$ cat src/rtl/lsu_mem_stage_pkg.sv
// lsu_mem_stage_pkg: RV32I load/store funct3 codes, fault codes and LSU state encoding.
package lsu_mem_stage_pkg;

    localparam logic [2:0] F3_B  = 3'b000;
    localparam logic [2:0] F3_H  = 3'b001;
    localparam logic [2:0] F3_W  = 3'b010;
    localparam logic [2:0] F3_BU = 3'b100;
    localparam logic [2:0] F3_HU = 3'b101;

    localparam logic [1:0] FAULT_NONE    = 2'b00;
    localparam logic [1:0] FAULT_ALIGN   = 2'b01;
    localparam logic [1:0] FAULT_BUS     = 2'b10;
    localparam logic [1:0] FAULT_TIMEOUT = 2'b11;

    typedef enum logic [1:0] {S_IDLE, S_REQ, S_WAIT, S_DONE} lsu_state_e;

endpackage

$ cat src/rtl/lsu_mem_stage_if.sv
// lsu_mem_stage_if: req/gnt/rvalid data bus between the LSU (master) and memory (slave).
interface lsu_mem_stage_if #(parameter int ADDR_W = 32);

    logic              mem_req;
    logic              mem_we;
    logic [ADDR_W-1:0] mem_addr;
    logic [3:0]        mem_be;
    logic [31:0]       mem_wdata;
    logic              mem_gnt;
    logic              mem_rvalid;
    logic [31:0]       mem_rdata;
    logic              mem_err;

    modport master (
        output mem_req, mem_we, mem_addr, mem_be, mem_wdata,
        input  mem_gnt, mem_rvalid, mem_rdata, mem_err
    );

    modport slave (
        input  mem_req, mem_we, mem_addr, mem_be, mem_wdata,
        output mem_gnt, mem_rvalid, mem_rdata, mem_err
    );

endinterface

$ cat src/rtl/lsu_mem_stage_align.sv
// lsu_mem_stage_align: byte enables, store lane replication, load extraction/extension
// and illegal/misaligned detection for one RV32I memory op.
module lsu_mem_stage_align
    import lsu_mem_stage_pkg::*;
(
    input  logic        is_store,
    input  logic [2:0]  funct3,
    input  logic [1:0]  addr_lo,
    input  logic [31:0] wdata,
    input  logic [31:0] rdata,
    output logic [3:0]  be,
    output logic [31:0] wlane,
    output logic [31:0] ldata,
    output logic        bad
);

    logic [31:0] shifted;
    logic        illegal;
    logic        misaligned;

    always_comb begin
        illegal    = is_store ? (funct3 > F3_W)
                              : !(funct3 inside {F3_B, F3_H, F3_W, F3_BU, F3_HU});
        misaligned = (funct3[1:0] == 2'b10 && addr_lo != 2'b00) ||
                     (funct3[1:0] == 2'b01 && addr_lo[0]);
        bad        = illegal || misaligned;
        // loads always fetch the whole word; extraction happens on return
        be         = (!is_store || funct3[1:0] == 2'b10) ? 4'b1111 :
                     (funct3[1:0] == 2'b01) ? 4'b0011 << {addr_lo[1], 1'b0} :
                                              4'b0001 << addr_lo;
        wlane      = (funct3[1:0] == 2'b00) ? {4{wdata[7:0]}} :
                     (funct3[1:0] == 2'b01) ? {2{wdata[15:0]}} : wdata;
        shifted    = rdata >> {addr_lo, 3'b000};
        ldata      = (funct3 == F3_B)  ? {{24{shifted[7]}}, shifted[7:0]} :
                     (funct3 == F3_H)  ? {{16{shifted[15]}}, shifted[15:0]} :
                     (funct3 == F3_BU) ? {24'b0, shifted[7:0]} :
                     (funct3 == F3_HU) ? {16'b0, shifted[15:0]} : rdata;
    end

endmodule

$ cat src/rtl/lsu_mem_stage.sv
// lsu_mem_stage: RV32I memory stage; runs one load/store over the req/gnt/rvalid bus
// per start, stalling the core via busy and reporting the result with a done pulse.
module lsu_mem_stage
    import lsu_mem_stage_pkg::*;
#(
    parameter int TIMEOUT_CYCLES = 255,
    parameter int ADDR_W         = 32
) (
    input  logic                  clk,
    input  logic                  rst_n,
    input  logic                  start,
    input  logic                  is_store,
    input  logic [2:0]            funct3,
    input  logic [31:0]           addr,
    input  logic [31:0]           wdata,
    output logic                  busy,
    output logic                  done,
    output logic [31:0]           load_data,
    output logic [1:0]            fault,
    lsu_mem_stage_if.master       bus
);

    localparam int CW = $clog2(TIMEOUT_CYCLES + 1);

    lsu_state_e  state_q, state_d;
    logic [CW-1:0] cnt_q, cnt_d;
    logic [1:0]  fault_d;
    logic [31:0] load_d;
    logic        st_q;
    logic [2:0]  f3_q;
    logic [1:0]  alo_q;
    logic        accept;
    logic        expired;
    logic        a_st;
    logic [2:0]  a_f3;
    logic [1:0]  a_lo;
    logic [3:0]  be;
    logic [31:0] wlane;
    logic [31:0] ldata;
    logic        bad;

    // decode the live op while idle, the latched op while it is in flight
    assign a_st = (state_q == S_IDLE) ? is_store   : st_q;
    assign a_f3 = (state_q == S_IDLE) ? funct3     : f3_q;
    assign a_lo = (state_q == S_IDLE) ? addr[1:0]  : alo_q;

    lsu_mem_stage_align u_align (
        .is_store (a_st),
        .funct3   (a_f3),
        .addr_lo  (a_lo),
        .wdata    (wdata),
        .rdata    (bus.mem_rdata),
        .be       (be),
        .wlane    (wlane),
        .ldata    (ldata),
        .bad      (bad)
    );

    assign accept      = (state_q == S_IDLE) && start;
    assign expired     = cnt_q >= CW'(TIMEOUT_CYCLES - 1);
    assign busy        = (state_q == S_REQ) || (state_q == S_WAIT);
    assign done        = (state_q == S_DONE);
    assign bus.mem_req = (state_q == S_REQ);

    always_comb begin
        state_d = state_q;
        cnt_d   = cnt_q;
        fault_d = fault;
        load_d  = load_data;
        case (state_q)
            S_IDLE: if (start) begin
                if (bad) begin
                    state_d = S_DONE;
                    fault_d = FAULT_ALIGN;
                    load_d  = is_store ? load_data : '0;
                end else begin
                    state_d = S_REQ;
                    cnt_d   = '0;
                end
            end
            S_REQ, S_WAIT: begin
                if (bus.mem_rvalid && (state_q == S_WAIT || bus.mem_gnt)) begin
                    state_d = S_DONE;
                    fault_d = bus.mem_err ? FAULT_BUS : FAULT_NONE;
                    load_d  = st_q ? load_data : (bus.mem_err ? '0 : ldata);
                end else if (state_q == S_REQ && bus.mem_gnt) begin
                    state_d = S_WAIT;
                    cnt_d   = cnt_q + 1'b1;
                end else if (expired) begin
                    state_d = S_DONE;
                    fault_d = FAULT_TIMEOUT;
                    load_d  = st_q ? load_data : '0;
                end else begin
                    cnt_d   = cnt_q + 1'b1;
                end
            end
            default: state_d = S_IDLE;
        endcase
    end

    always_ff @(posedge clk or negedge rst_n) begin
        if (!rst_n) begin
            state_q       <= S_IDLE;
            cnt_q         <= '0;
            fault         <= FAULT_NONE;
            load_data     <= '0;
            st_q          <= 1'b0;
            f3_q          <= '0;
            alo_q         <= '0;
            bus.mem_we    <= 1'b0;
            bus.mem_addr  <= '0;
            bus.mem_be    <= '0;
            bus.mem_wdata <= '0;
        end else begin
            state_q   <= state_d;
            cnt_q     <= cnt_d;
            fault     <= fault_d;
            load_data <= load_d;
            if (accept) begin
                st_q  <= is_store;
                f3_q  <= funct3;
                alo_q <= addr[1:0];
                if (!bad) begin
                    bus.mem_we    <= is_store;
                    bus.mem_addr  <= ADDR_W'({addr[31:2], 2'b00});
                    bus.mem_be    <= be;
                    bus.mem_wdata <= wlane;
                end
            end
        end
    end

endmodule

$ cat src/flat_wrapper.sv
// flat-port wrapper written by rule: the top's interface ports become plain ports
module lsu_mem_stage_flat import lsu_mem_stage_pkg::*;
#(
    parameter int TIMEOUT_CYCLES = 255,
    parameter int ADDR_W         = 32
)
  (clk, rst_n, start, is_store, funct3, addr, wdata, busy, done, load_data, fault, bus_mem_req, bus_mem_we, bus_mem_addr, bus_mem_be, bus_mem_wdata, bus_mem_gnt, bus_mem_rvalid, bus_mem_rdata, bus_mem_err);
  lsu_mem_stage_if #(.ADDR_W(ADDR_W)) bus_i ();
  input  logic clk;
  input  logic rst_n;
  input  logic start;
  input  logic is_store;
  input  logic [2:0] funct3;
  input  logic [31:0] addr;
  input  logic [31:0] wdata;
  output logic busy;
  output logic done;
  output logic [31:0] load_data;
  output logic [1:0] fault;
  output wire logic [$bits(bus_i.mem_req)-1:0] bus_mem_req;
  output wire logic [$bits(bus_i.mem_we)-1:0] bus_mem_we;
  output wire logic [$bits(bus_i.mem_addr)-1:0] bus_mem_addr;
  output wire logic [$bits(bus_i.mem_be)-1:0] bus_mem_be;
  output wire logic [$bits(bus_i.mem_wdata)-1:0] bus_mem_wdata;
  input wire logic [$bits(bus_i.mem_gnt)-1:0] bus_mem_gnt;
  input wire logic [$bits(bus_i.mem_rvalid)-1:0] bus_mem_rvalid;
  input wire logic [$bits(bus_i.mem_rdata)-1:0] bus_mem_rdata;
  input wire logic [$bits(bus_i.mem_err)-1:0] bus_mem_err;
  assign bus_mem_req = bus_i.mem_req;
  assign bus_mem_we = bus_i.mem_we;
  assign bus_mem_addr = bus_i.mem_addr;
  assign bus_mem_be = bus_i.mem_be;
  assign bus_mem_wdata = bus_i.mem_wdata;
  assign bus_i.mem_gnt = bus_mem_gnt;
  assign bus_i.mem_rvalid = bus_mem_rvalid;
  assign bus_i.mem_rdata = bus_mem_rdata;
  assign bus_i.mem_err = bus_mem_err;
  lsu_mem_stage #(.TIMEOUT_CYCLES(TIMEOUT_CYCLES), .ADDR_W(ADDR_W)) u_core (.clk(clk), .rst_n(rst_n), .start(start), .is_store(is_store), .funct3(funct3), .addr(addr), .wdata(wdata), .busy(busy), .done(done), .load_data(load_data), .fault(fault), .bus(bus_i));
endmodule
$ cat config.mk
export PLATFORM = sky130hd
export DESIGN_NAME = lsu_mem_stage_flat
export DESIGN_NICKNAME = d
export VERILOG_FILES = /design/src/rtl/lsu_mem_stage_pkg.sv /design/src/rtl/lsu_mem_stage_if.sv /design/src/rtl/lsu_mem_stage_align.sv /design/src/rtl/lsu_mem_stage.sv /design/src/flat_wrapper.sv
export SDC_FILE = /design/constraint.sdc
export NUM_CORES = 1
export LEC_CHECK = 0
export ABC_AREA = 1
export CAP_MARGIN = 40
export CORE_AREA = 2 2 153 155
export DETAILED_ROUTE_END_ITERATION = 7
export DIE_AREA = 0 0 155 157
export DONT_BUFFER_PORTS = 1
export GPL_TIMING_DRIVEN = 0
export PLACE_DENSITY = 0.5
export SLEW_MARGIN = 20
export SYNTH_ARGS = -nofsm -noshare
export SYNTH_HDL_FRONTEND = slang
export SYNTH_SLANG_ARGS = --single-unit
$ cat constraint.sdc
create_clock -name clk -period 2.8 [get_ports clk]
set_input_delay 0.14 -clock clk [delete_from_list [all_inputs] [get_ports clk]]
set_output_delay 0.14 -clock clk [all_outputs]
set_load 0.01 [all_outputs]
### Word-level counts from Yosys, hierarchy flattened

Cells that the tools add are included.

* register bits: 117

* equality and inequality tests: 19
* bitwise logic cells: 1
* order comparisons: 2
* shift operators: 3
* reductions and logical operators: 24
* muxes and demuxes: 40
* add/sub/neg operators: 1

Operator list (count)
* two-way mux 32 bit: 15
* one-hot mux 32 bit (2 select lines): 1
* two-way mux 8 bit: 5
* >> shifter 32 x 5 -> 16 bit: 1
* two-way mux 2 bit: 11
* one-hot mux 8 bit (2 select lines): 1
* inequality test 2 bit, second input constant: 5
* AND reduction 5 bit: 2
* adder 8 x 1 -> 8 bit, second input constant: 1
* >= comparator 8 bit, second input constant: 1
* two-way mux 4 bit: 2
* one-hot mux 2 bit (2 select lines): 2
* AND reduction 7 bit: 1
* equality test 2 bit, second input constant: 3
* equality test 3 bit, second input constant: 2
* logical AND 1 bit: 5
* logical OR 1 bit: 5
* nonzero test 5 bit: 1
* equality test 2 x 1 -> 1 bit, second input constant: 2
* logical NOT 2 bit: 2
* inequality test 4 x 1 -> 1 bit, second input constant: 1
* AND reduction 2 bit: 2
* nonzero test 2 bit: 2
* << shifter 1 x 2 -> 4 bit, first input constant: 1
* 14 further kinds: 16

### Depth between registers and ports, before layout

Gate-level depths: netlist (run 1).

* word-level depth: 11
* depth in mapped cells: 15
* mapped depth without buffers: 14

### Hierarchy

Synthesis (run 1) repeated with hierarchy kept, for this count alone.

* cell total of the unflattened synthesis: 922
* area total of the unflattened synthesis: 6667.6 um^2

Modules (own cells, without submodules)
* lsu_mem_stage: times used 1, sequential area each 2927.8 um^2, area each 5262.5 um^2, cells each 650
* lsu_mem_stage_align: times used 1, sequential area each 0.0 um^2, area each 1405.1 um^2, cells each 272

### Worst setup path before layout (run 1)

Ideal clock, no wire load.

* kind: register to register
* start: register u_core.state_q[0]
* end: register u_core.load_data[30]
* setup time: 0.116 ns
* cell stages (with the launch flop): 15
* path slack: 0.876 ns
* arrival: 1.807 ns
* path buffers: 0
* cell sequence: dfrtp_1 inv_1 ha_1 inv_2 nand2_1 nand2_1 inv_2 nor2_4 inv_2 nor2_4 nand2_2 nand2_1 nand2_1 nand2_1 nand2_1

* longest elaborated chain between the ends: 11

Ends and longest elaborated chain
* start: declaration: RTL line lsu_mem_stage.sv:25 `lsu_state_e state_q, state_d;`
* start signal: assignment: RTL line lsu_mem_stage.sv:115 `state_q <= state_d;`
* branches (longest 11 deep; another with >> shifter 32 x 5 -> 16 bit)
* end signal: assignment: RTL line lsu_mem_stage.sv:118 `load_data <= load_d;`
* end: declaration: RTL line lsu_mem_stage.sv:18 `output logic [31:0] load_data,`

Parallel ways; which one is timed is not known. The select of a mux whose other input is x is not followed.
A chain may end at the register's enable or synchronous reset.

### Worst setup path in the final report (run 1)

* start: register u_core.state_q[0]
* end: register u_core.bus.mem_we

* longest elaborated chain between the ends: 9

Ends and longest elaborated chain
* logical NOT 2 bit *
* two-way mux 3 bit: RTL line lsu_mem_stage.sv:44 `assign a_f3 = (state_q == S_IDLE) ? funct3 : f3_q;`
* equality test 3 x 1 -> 1 bit, or another cell as far along: RTL line lsu_mem_stage_align.sv:23 `: !(funct3 inside {F3_B, F3_H, F3_W, F3_BU, F3_HU});`
* nonzero test 5 bit: RTL line lsu_mem_stage_align.sv:23
* logical NOT 1 bit: RTL line lsu_mem_stage_align.sv:23
* two-way mux 1 bit: RTL line lsu_mem_stage_align.sv:22 `illegal = is_store ? (funct3 > F3_W)`
* logical OR 1 bit: RTL line lsu_mem_stage_align.sv:26 `bad = illegal || misaligned;`
* inverter 1 bit (no source line)
* AND reduction 2 bit (no source line) *
* end signal: assignment: RTL line lsu_mem_stage.sv:124 `bus.mem_we <= is_store;`
* end: declaration: RTL line lsu_mem_stage_if.sv:15 `output mem_req, mem_we, mem_addr, mem_be, mem_wdata,`

Mark *: on every way between the ends. The rest lies on a longest branch, timed or not.

==> run metrics, run 1 <==
status finished with violations; failing checks negative hold slack; Post-Syn Area 6236 um^2; detailed-route DRC error count 0; largest net degree at the start of global routing 118; # diodes 0; pre-CTS WS 0.2524 ns; initial antenna violation count 0; Congestion Overflow GR 0; root buf cell clkbuf_16; predominant post-synthesis flop cell dfrtp_1; Min Clock Period, post-route 2.517 ns; cell area after layout 7884 um^2; RSZ-0062 raised after global routing no; post-synthesis sequential area ratio 0.4695; CP max stage delay 0.43 ns; Slew Limit Headroom 0.5980; DIE WIDTH 155 um; CP delay by family, top buffers and inverters; Synth cell types 31; routed vias/inst 4.739; pwr dens 1313 nW/um^2; fin nets 1032; Setup WS post-layout 0.2826 ns; CP Data Arrival Time 2.81 ns; total number of vias 5772; Rows 55; Yosys reg bits 117; Clk Latency, worst-skew pair 0.43 ns; CP endpoint kind flip-flop; number of flops mapped to enable cells by yosys 0; Die Y 157 um; CP Data Required Time 3.09 ns; worst path bufs/invs 4; Iter 0 DRT Violations 467; Combinational Power Share 0.449; Seq pwr share 0.326; Hold Fails Final Rpt 117; Pint 5.341 mW; first-pass detailed-route iteration total 5; CORE AREA 22500 um^2; worst hold path class in2async; Area growth, synth to finish 26.42%; Peak supply drop 0.0004306 V; Critical Path Fanout Max 10; Post-DRT Antenna Nets 0; TritonCTS Sinks 117; Die Area 24340 um^2; placed wire-length estimate 15.90 mm; setup TNS 0 ns; H-tree Lvls 4; # placed instances 1119; Sw Ratio 0.4841; Ports 212; IO Port Bufs 0; Tightest Pin Transition 0.6030 ns; Cells after Synth 833; FMAX 0.3972 GHz; share of layout cells above drive strength 1 0.1008; gpl congestion 0.8331; slowest CP cell buf_1; Final Non-Filler Cells 1218; Setup Buffers After CTS 0; Clock power frac 0.225; nature of the critical path startpoint flip-flop; GRT Resource Usage Total 0.1825; DP Area 6596 um^2; syn avg cell area 7.486 um^2; CTS clock-pin slew for the worst setup and hold paths 0.06 ns; vias in the first global route 5808; first-pass GRT wire length 33.76 mm; critical-path cell list inv_1 -> ha_1 -> inv_2 -> nand2_1 -> nand2_1 -> inv_2 -> nand2_2 -> nand2_4 -> buf_1 -> o21ai_0; initial core utilization 0.2771; crit path kind reg2reg; CTS buffer count 17; minimum hold slack -0.5881 ns; Max-Cap Viols 0; LEAKAGE 3.810 nW; hold buffers post-CTS 67; asr flop ratio synth 1.000; Worst R2R Setup Slack 0.28 ns; Routed WL 22.27 mm; final period utilization 0.8991; CTS tree yes; Sw Pwr 5.013 mW; Worst Clk Skew 0.009095 ns; Synth warnings 0; drt wl/cell 18.29 um; Slew Limit Fails 0; CTS Buffer Depth 2; Final Setup Violations 0
[per-layer routing]
layer | part of all wire | wire length [um] | track usage
met1 | 0.44 | 9799 | 0.2311
met3 | 0.098 | 2173 | 0.06773
met5 | 0 | 0 | 0
met4 | 0.020 | 441 | 0.06437
met2 | 0.44 | 9857 | 0.2863
[power groups by stage]
stage | Sequential, mW | Clock [mW] | Combinational (mW)
CTS | 3.39 | 2.40 | 4.68
detailed placement | 3.41 | 0 | 4.56
global placement | 3.41 | 0 | 4.52
floorplan | 3.17 | 0 | 3.36
global route | 3.48 | 2.45 | 5.32
finish | 3.38 | 2.33 | 4.64
[cell families (layout without fill, tap and decap cells)]
logic type	count (synthesis)	after routing	synth area share
simple gates	427	427	0.2825
buf+inv	93	192	0.07303
fa+ha+maj	6	6	0.01204
flops	117	117	0.4695
xor+xnor	4	4	0.005619
compound gates	185	185	0.1567
other cells	1	2	0.0006013
[cell type report]
class / count / area (um^2)
timing repair buffer: 67 / 670.6
sequential: 117 / 2928
clock buffer: 18 / 439.2
clock inverter: 14 / 176.4
buffer: 41 / 261.5
inverter: 52 / 195.2
fill: 2366 / 14620
multi-input combinational: 624 / 2856
tap: 285 / 356.6
[cell usage in the layout (no fill, tap or decap), types with 15 or more instances in the layout]
| cell | n |
|---|---|
| inv_1 | 46 |
| nor2_1 | 40 |
| o21ai_0 | 122 |
| clkbuf_1 | 15 |
| nand2_1 | 340 |
| a21oi_1 | 36 |
| dfrtp_1 | 117 |
| dlygate4sd3_1 | 67 |
| or2_2 | 16 |
| clkbuf_16 | 17 |
[repair_timing]
| item | in CTS | in global routing |
|---|---|---|
| hold endpoints to repair | 187 | 117 |
| resized for setup | 0 | 3 |
| endpoints found under the setup margin | 0 | 3 |
[worst register-to-register path, cell delays in order, from the launching register on]
cell,delay [ns]
dfrtp_1,0.40
inv_1,0.12
ha_1,0.30
inv_2,0.13
nand2_1,0.08
nand2_1,0.19
inv_2,0.26
nand2_2,0.12
nand2_4,0.20
buf_1,0.43
o21ai_0,0.17
[per-stage QoR]
stage	util	power, mW	hold WS [ns]
after floorplan	-	6.533	-0.1556
after global placement	0.2931	7.928	-0.1514
after detailed placement	0.2931	7.972	-0.1516
after CTS	0.3503	10.47	-0.6163
after global routing	0.3503	11.24	-0.6106
final	0.3503	10.35	-0.5881
[registers in the layout, indices dropped and copies added, names as in the netlist]
name,flops
u_core.bus.mem_addr,30
u_core.cnt_q,8
u_core.bus.mem_be,4
u_core.st_q,1
u_core.alo_q,2
u_core.fault,2
u_core.bus.mem_wdata,32
u_core.state_q,2
u_core.f3_q,3
u_core.bus.mem_we,1
u_core.load_data,32
[final timing paths]
| path | from | end | cells past startpoint |
|---|---|---|---|
| max in group asynchronous | rst_n | u_core.fault[0] | 0 |
| worst max-delay path | u_core.state_q[0] | u_core.bus.mem_we | 10 |
| worst min-delay path | rst_n | u_core.bus.mem_wdata[2] | 0 |
| worst max register to register | u_core.state_q[0] | u_core.bus.mem_we | 10 |
| worst min register to register | u_core.f3_q[2] | u_core.f3_q[2] | 2 |
| min in group clk | wdata[7] | u_core.bus.mem_wdata[15] | 4 |
[cell usage after synthesis (2+ instances only)]
master,instances,area [um^2]
ha_1,6,75.07
clkbuf_1,17,63.81
inv_1,46,172.7
or2_2,16,100.1
nand3_4,2,35.03
o211ai_1,8,60.06
nand2_1,340,1276
buf_6,11,123.9
a21oi_1,36,180.2
nand2_4,3,33.78
o21ai_1,6,30.03
buf_2,10,50.05
nand3_1,13,65.06
nor2_4,4,45.04
o21ai_0,122,610.6
nor3_1,3,15.01
buf_4,3,22.52
xor2_1,3,26.28
o22ai_1,2,12.51
dfrtp_1,117,2928
nand2_2,4,25.02
nor2_1,40,150.1
inv_2,5,18.77
o21a_1,9,67.56
Note: power is estimated with default switching activity, not from simulation.
==> run 2, diff against run 1 <==
Settings changed: REMOVE_ABC_BUFFERS set to 1.
Clock period 2.8 ns to 2.5 ns, I/O delays scaled along.
==> run 2 against run 1 <==
Compared with the run above:
- the flow still finishes with violations (negative hold slack)
- critical path depth grew 4
- largest power group unchanged
- combinational power grew 25%
- highest routed layer unchanged
- via count grew 0.57%
- design area grew 2.9%
- flip-flop and latch count is the same
==> run metrics, run 2 (same netlist as run 1, synthesis figures left out) <==
fin nets 1023 (-0.87%); Rows 55 (unchanged); RR Startpoint u_core.state_q[1]; hold buffers post-CTS 70 (+4.5%); CP most frequent cell nand2_1; Critical Path Fanout Max 16 (+6); gpl congestion 0.8291 (-0.48%); # diodes 0 (unchanged); first-pass detailed-route iteration total 4 (-1); pwr dens 1507 nW/um^2 (+15%); Regs by FF count u_core.bus.mem_wdata: 32 flops, u_core.load_data: 32 flops, u_core.bus.mem_addr: 30 flops; CP endpoint kind flip-flop; initial antenna violation count 0 (unchanged); CP max stage delay 0.39 ns (-0.04 ns); Slew Limit Headroom 0.5329 (-0.06507); first-pass GRT wire length 33.03 mm (-2.2%); Hold Fails Final Rpt 117 (unchanged); Tightest Pin Transition 0.7006 ns (+0.09761 ns); root buf cell clkbuf_16; FMAX 0.4192 GHz (+5.5%); filler cell count in the final layout 2362 (-0.17%); Routed WL 22.13 mm (-0.66%); grt met2 use 0.2942 (+0.007831); CORE AREA 22500 um^2 (unchanged); worst r2r dst u_core.bus.mem_wdata[19]; Worst R2R Setup Slack 0.11 ns (-0.17 ns); global route hottest layer met2; met1 Use GR 0.2183 (-0.01276); routed vias/inst 4.801 (+1.3%); Iter 0 DRT Violations 340 (-27%); CTS Buffer Depth 2 (unchanged); Die Y 157 um (unchanged); critical-path cell list inv_1 -> ha_4 -> buf_4 -> nand2_1 -> nand2_4 -> nor2_4 -> nand2_1 -> nand2_4 -> nand2_8 -> nor2_4 -> buf_4 -> buf_16 -> nand2_1 -> o21a_1; CTS tree yes; CP Data Arrival Time 2.69 ns (-0.12 ns); most frequent cells in the layout nand2_1 (334), o21ai_0 (117), dfrtp_1 (117), dlygate4sd3_1 (70), inv_1 (46); crit path kind reg2reg; Post-DRT Antenna Nets 0 (unchanged); share of layout cells above drive strength 1 0.1169 (+0.01613); initial core utilization 0.2771 (unchanged); drt wl/cell 18.30 um (about the same); Peak supply drop 0.0005078 V (+18%); Max-Cap Viols 0 (unchanged); CTS buffer count 17 (unchanged); DIE WIDTH 155 um (unchanged); largest net degree at the start of global routing 118 (unchanged); GRT Resource Usage Total 0.1784 (-0.004132); RSZ-0062 raised after global routing yes; Final Setup Violations 0 (unchanged); start point of the critical path u_core.state_q[1]; Clk Latency, worst-skew pair 0.41 ns (-0.02 ns); placed wire-length estimate 13.08 mm (-18%); Slew Limit Fails 0 (unchanged); detailed-route DRC error count 0 (unchanged); TritonCTS Sinks 117 (unchanged); Congestion Overflow GR 0 (unchanged); GRT met3 Usage 0.07241 (+0.004681); LEAKAGE 3.881 nW (+1.9%); Total Power 12.22 mW (+18%); commonest non-fill, non-tap cell in the layout nand2_1; CP Data Required Time 2.80 ns (-0.29 ns); IO Port Bufs 0 (unchanged); r2r worst-path depth 14 (+4); final period utilization 0.9543 (+0.05520); total number of vias 5805 (+0.57%); nature of the critical path startpoint flip-flop; Min Clock Period, post-route 2.386 ns (-0.1317 ns); Area growth, synth to finish 30.08%; vias in the first global route 5625 (-3.2%); final core occ 0.3605 (+0.01012); Worst Clk Skew 0.006968 ns (-0.002127 ns); H-tree Lvls 4 (unchanged); Ports 212 (unchanged); status finished with violations; minimum hold slack -0.5897 ns (-0.001588 ns); worst hold path class in2async; Die Area 24340 um^2 (unchanged); CTS clock-pin slew for the worst setup and hold paths 0.06 ns (about the same); slowest CP cell dfrtp_1; failing checks negative hold slack
run 2: cell types whose count changed in the layout (fill, tap and decap cells not counted), sizes merged, moves of 2 or more:
cell         previous run  this run
buf                    25        21
clkbuf                 34        22
clkinv                  8         5
dlygate4sd3            67        70
nand2                 347       350
nand3                  16        18
run 2: worst max-delay path by stage:
stage / endpoint / slack (ns)
6_report: u_core.bus.mem_wdata[19] / 0.11
5_1_grt: u_core.bus.mem_wdata[21] / -0.05
4_1_cts: u_core.bus.mem_wdata[19] / 0.003
3_5_place_dp: u_core.bus.mem_wdata[19] / -1.45
3_3_place_gp: u_core.bus.mem_wdata[19] / -3.85
2_1_floorplan: u_core.bus.mem_wdata[16] / -1.37
run 2: worst max-delay path: cells and delay by family (launching register included):
kind	cells	cell delay (ns)
AO/OA/AOI/OAI	1	0.11
flip-flops	1	0.39
AND/OR/NAND/NOR	8	0.95
adder cells (fa/ha/maj)	1	0.20
buffers and inverters	4	0.63
run 2: layout make-up:
type | instances | area (um^2) | area share
Inverter | 52 | 207.7 | 0.02561
Clock inverter | 12 | 175.2 | 0.02159
Tap cell | 285 | 356.6 | 0.04396
Sequential cell | 117 | 2928 | 0.3609
Clock buffer | 20 | 466.7 | 0.05754
Multi-Input combinational cell | 630 | 3024 | 0.3728
Timing Repair Buffer | 93 | 953.4 | 0.1175
run 2: routing by layer:
metal	vias to the layer above	part of all wire
li1	2821	-
met1	2769	0.44
met2	201	0.46
met3	14	0.089
met4	0	0.0090
met5	-	0
run 2: repair_timing:
action                     4_1_cts  5_1_grt
setup endpoints to repair      110      106
gates resized for setup         19       10
hold endpoints to repair       190      117
cloned                           6        2
setup buffers                   11        8
pin swaps                        9        4
run 2: power by group:
part	leakage, nW	switching, mW	internal (mW)	total (mW)
logic	2.07	4.01	1.79	5.80
clock network	0.308	0.928	1.75	2.68
registers	1.50	0.984	2.77	3.75
run 2: through the flow:
stage	setup slack (ns)	instances	hold slack (ns)	instance area (um^2)	setup TNS, ns
2_1_floorplan	-1.370	793	-0.1706	5979	-96.18
3_3_place_gp	-3.852	1078	-0.1679	6336	-310.47
3_5_place_dp	-1.450	1080	-0.1680	6399	-139.93
4_1_cts	0.002710	1199	-0.6201	7983	0
5_1_grt	-0.05120	1209	-0.6290	8112	-0.4760
6_report	0.1144	1209	-0.5897	8112	0
==> run 3, diff against run 2 <==
Settings changed: CTS_BUF_LIST set to sky130_fd_sc_hd__clkbuf_8 sky130_fd_sc_hd__clkbuf_16, SLEW_MARGIN 20 to 40.
==> run 3 against run 2 <==
Compared with the run above:
- the flow still finishes with violations (negative hold slack)
- fmax is 1.1% higher
- non-clock buffer count is 1 higher
- final cell count is 0.17% higher
- largest power group unchanged
- flip-flop and latch count stayed put
- critical endpoint is now u_core.load_data[30]
- global-route usage hardly changed
- routed wire length is 0.55% lower
- design area hardly changed
- hold slack worse by 0.0023 ns
==> run metrics, run 3 (same netlist as run 1, synthesis figures left out) <==
status finished with violations; failing checks negative hold slack; root buf cell clkbuf_16; start point of the critical path u_core.state_q[0]; first-pass GRT wire length 33.08 mm (+0.15%); cell area after layout 8110 um^2 (about the same); vias in the first global route 5634 (+0.16%); routed vias/inst 4.767 (-0.72%); hold buffers post-CTS 70 (unchanged); pwr dens 1504 nW/um^2 (-0.18%); FF+latch area 2928 um^2 (unchanged); final period utilization 0.9439 (-0.01036); minimum hold slack -0.5920 ns (-0.002323 ns); detailed-route DRC error count 0 (unchanged); most frequent cells in the layout nand2_1 (333), o21ai_0 (120), dfrtp_1 (117), dlygate4sd3_1 (70), inv_1 (45); drt wl/cell 18.17 um (-0.72%); CP Data Required Time 2.85 ns (+0.05 ns); worst hold path class in2async; first-pass detailed-route iteration total 4 (unchanged); fin nets 1025 (+0.20%); nature of the critical path startpoint flip-flop; worst setup path end u_core.load_data[30]; GRT Resource Usage Total 0.1782 (about the same); initial core utilization 0.2771 (unchanged); Peak supply drop 0.0005510 V (+8.5%); Area growth, synth to finish 30.06% (about the same); Congestion Overflow GR 0 (unchanged); Post-DRT Antenna Nets 0 (unchanged); initial antenna violation count 0 (unchanged); IO Port Bufs 0 (unchanged); Max-Cap Viols 0 (unchanged); Worst Clk Skew 0.01019 ns (+0.003217 ns); total number of vias 5773 (-0.55%); Routed WL 22.00 mm (-0.55%); crit path kind reg2reg; worst r2r dst u_core.load_data[30]; CTS buffer count 17 (unchanged); gpl congestion 0.8291 (unchanged); Rows 55 (unchanged); Hold Fails Final Rpt 117 (unchanged); r2r worst-path depth 14 (unchanged); Slew Limit Fails 0 (unchanged); Regs by FF count u_core.bus.mem_wdata: 32 flops, u_core.load_data: 32 flops, u_core.bus.mem_addr: 30 flops; Critical Path Fanout Max 17 (+1); Die Y 157 um (unchanged); CP max stage delay 0.38 ns (about the same); RR Startpoint u_core.state_q[0]; # diodes 0 (unchanged); filler cell count in the final layout 2367 (+0.21%); Worst R2R Setup Slack 0.14 ns (+0.03 ns); Final Setup Violations 0 (unchanged); Final Non-Filler Cells 1211 (+0.17%); share of layout cells above drive strength 1 0.1199 (+0.002987); Die Area 24340 um^2 (unchanged); CP Data Arrival Time 2.71 ns (+0.02 ns); Tightest Pin Transition 0.6888 ns (-0.01183 ns); Clk Latency, worst-skew pair 0.41 ns (about the same); # placed instances 1082 (+0.19%); DIE WIDTH 155 um (unchanged); CORE AREA 22500 um^2 (unchanged); RSZ-0062 raised after global routing no; multi-input logic area 3034 um^2 (+0.33%); TritonCTS Sinks 117 (unchanged); Ports 212 (unchanged); Min Clock Period, post-route 2.360 ns (-0.02590 ns); Slew Limit Headroom 0.5408 (+0.007890); CTS clock-pin slew for the worst setup and hold paths 0.06 ns (about the same); largest net degree at the start of global routing 118 (unchanged); critical-path cell list inv_2 -> ha_4 -> inv_2 -> nand2_4 -> nand2_8 -> nand3_4 -> nand2_1 -> inv_4 -> nand3_4 -> nand3_4 -> nor2_4 -> buf_12 -> nand2_1 -> nand2_1; H-tree Lvls 4 (unchanged); FMAX 0.4238 GHz (+1.1%); Iter 0 DRT Violations 336 (-1.2%); slowest CP cell dfrtp_1; placed wire-length estimate 13.25 mm (+1.3%); CTS tree yes; commonest non-fill, non-tap cell in the layout nand2_1; CP endpoint kind flip-flop; CTS Buffer Depth 2 (unchanged); DP Area 6429 um^2 (+0.47%); LEAKAGE 3.886 nW (+0.14%)
[run 3: cell type report]
class | instances | share of cell area
inverter | 52 | 0.02499
clock buffer | 19 | 0.05585
multi-input combinational | 631 | 0.3741
tap | 285 | 0.04397
sequential | 117 | 0.3610
timing repair buffer | 94 | 0.1177
clock inverter | 13 | 0.02237
[run 3: worst min path at each step]
stage / slack, ns / cells after the start / startpoint / end
final: -0.59 / 0 / rst_n / u_core.bus.mem_wdata[1]
after floorplan: -0.17 / 0 / rst_n / u_core.alo_q[0]
after global routing: -0.62 / 0 / rst_n / u_core.bus.mem_wdata[1]
after global placement: -0.17 / 0 / rst_n / u_core.bus.mem_addr[31]
after CTS: -0.62 / 0 / rst_n / u_core.bus.mem_addr[31]
after detailed placement: -0.17 / 0 / rst_n / u_core.bus.mem_addr[31]
[run 3: per-layer routing]
| metal | part of all wire | GRT usage |
|---|---|---|
| met4 | 0.0091 | 0.03924 |
| met3 | 0.091 | 0.07296 |
| met2 | 0.47 | 0.2946 |
| met1 | 0.43 | 0.2183 |
| met5 | 0 | 0 |
[run 3: what timing repair did]
| item | in CTS | in global routing |
|---|---|---|
| pin swaps | 8 | 4 |
| setup endpoints to repair | 110 | 76 |
| hold endpoints to repair | 190 | 117 |
| gates resized for setup | 18 | 9 |
| gates cloned | 6 | 2 |
| setup buffers | 10 | 9 |
[run 3: through the flow]
step | TNS [ns] | utilization | setup WS (ns) | total power, mW | hold slack (ns)
after detailed placement | -138.59 | 0.2857 | -1.540 | 8.552 | -0.1680
final | 0 | 0.3604 | 0.1403 | 12.20 | -0.5920
after global routing | 0 | 0.3604 | 0.006770 | 13.21 | -0.6240
after floorplan | -96.18 | - | -1.370 | 6.946 | -0.1706
after global placement | -310.47 | 0.2816 | -3.852 | 8.425 | -0.1679
after CTS | 0 | 0.3560 | 0.006473 | 12.15 | -0.6172
[run 3: where the power goes]
group / internal, mW / switching [mW] / leakage, nW
Sequential: 2.77 / 0.982 / 1.50
Clock: 1.72 / 0.936 / 0.302
Combinational: 1.79 / 4.01 / 2.08
[run 3: critical path: cells and delay by family, from the launching register on]
| family | cells | cell delay (ns) |
|---|---|---|
| flops | 1 | 0.38 |
| buf+inv | 4 | 0.43 |
| fa+ha+maj | 1 | 0.18 |
| simple gates | 9 | 1.28 |
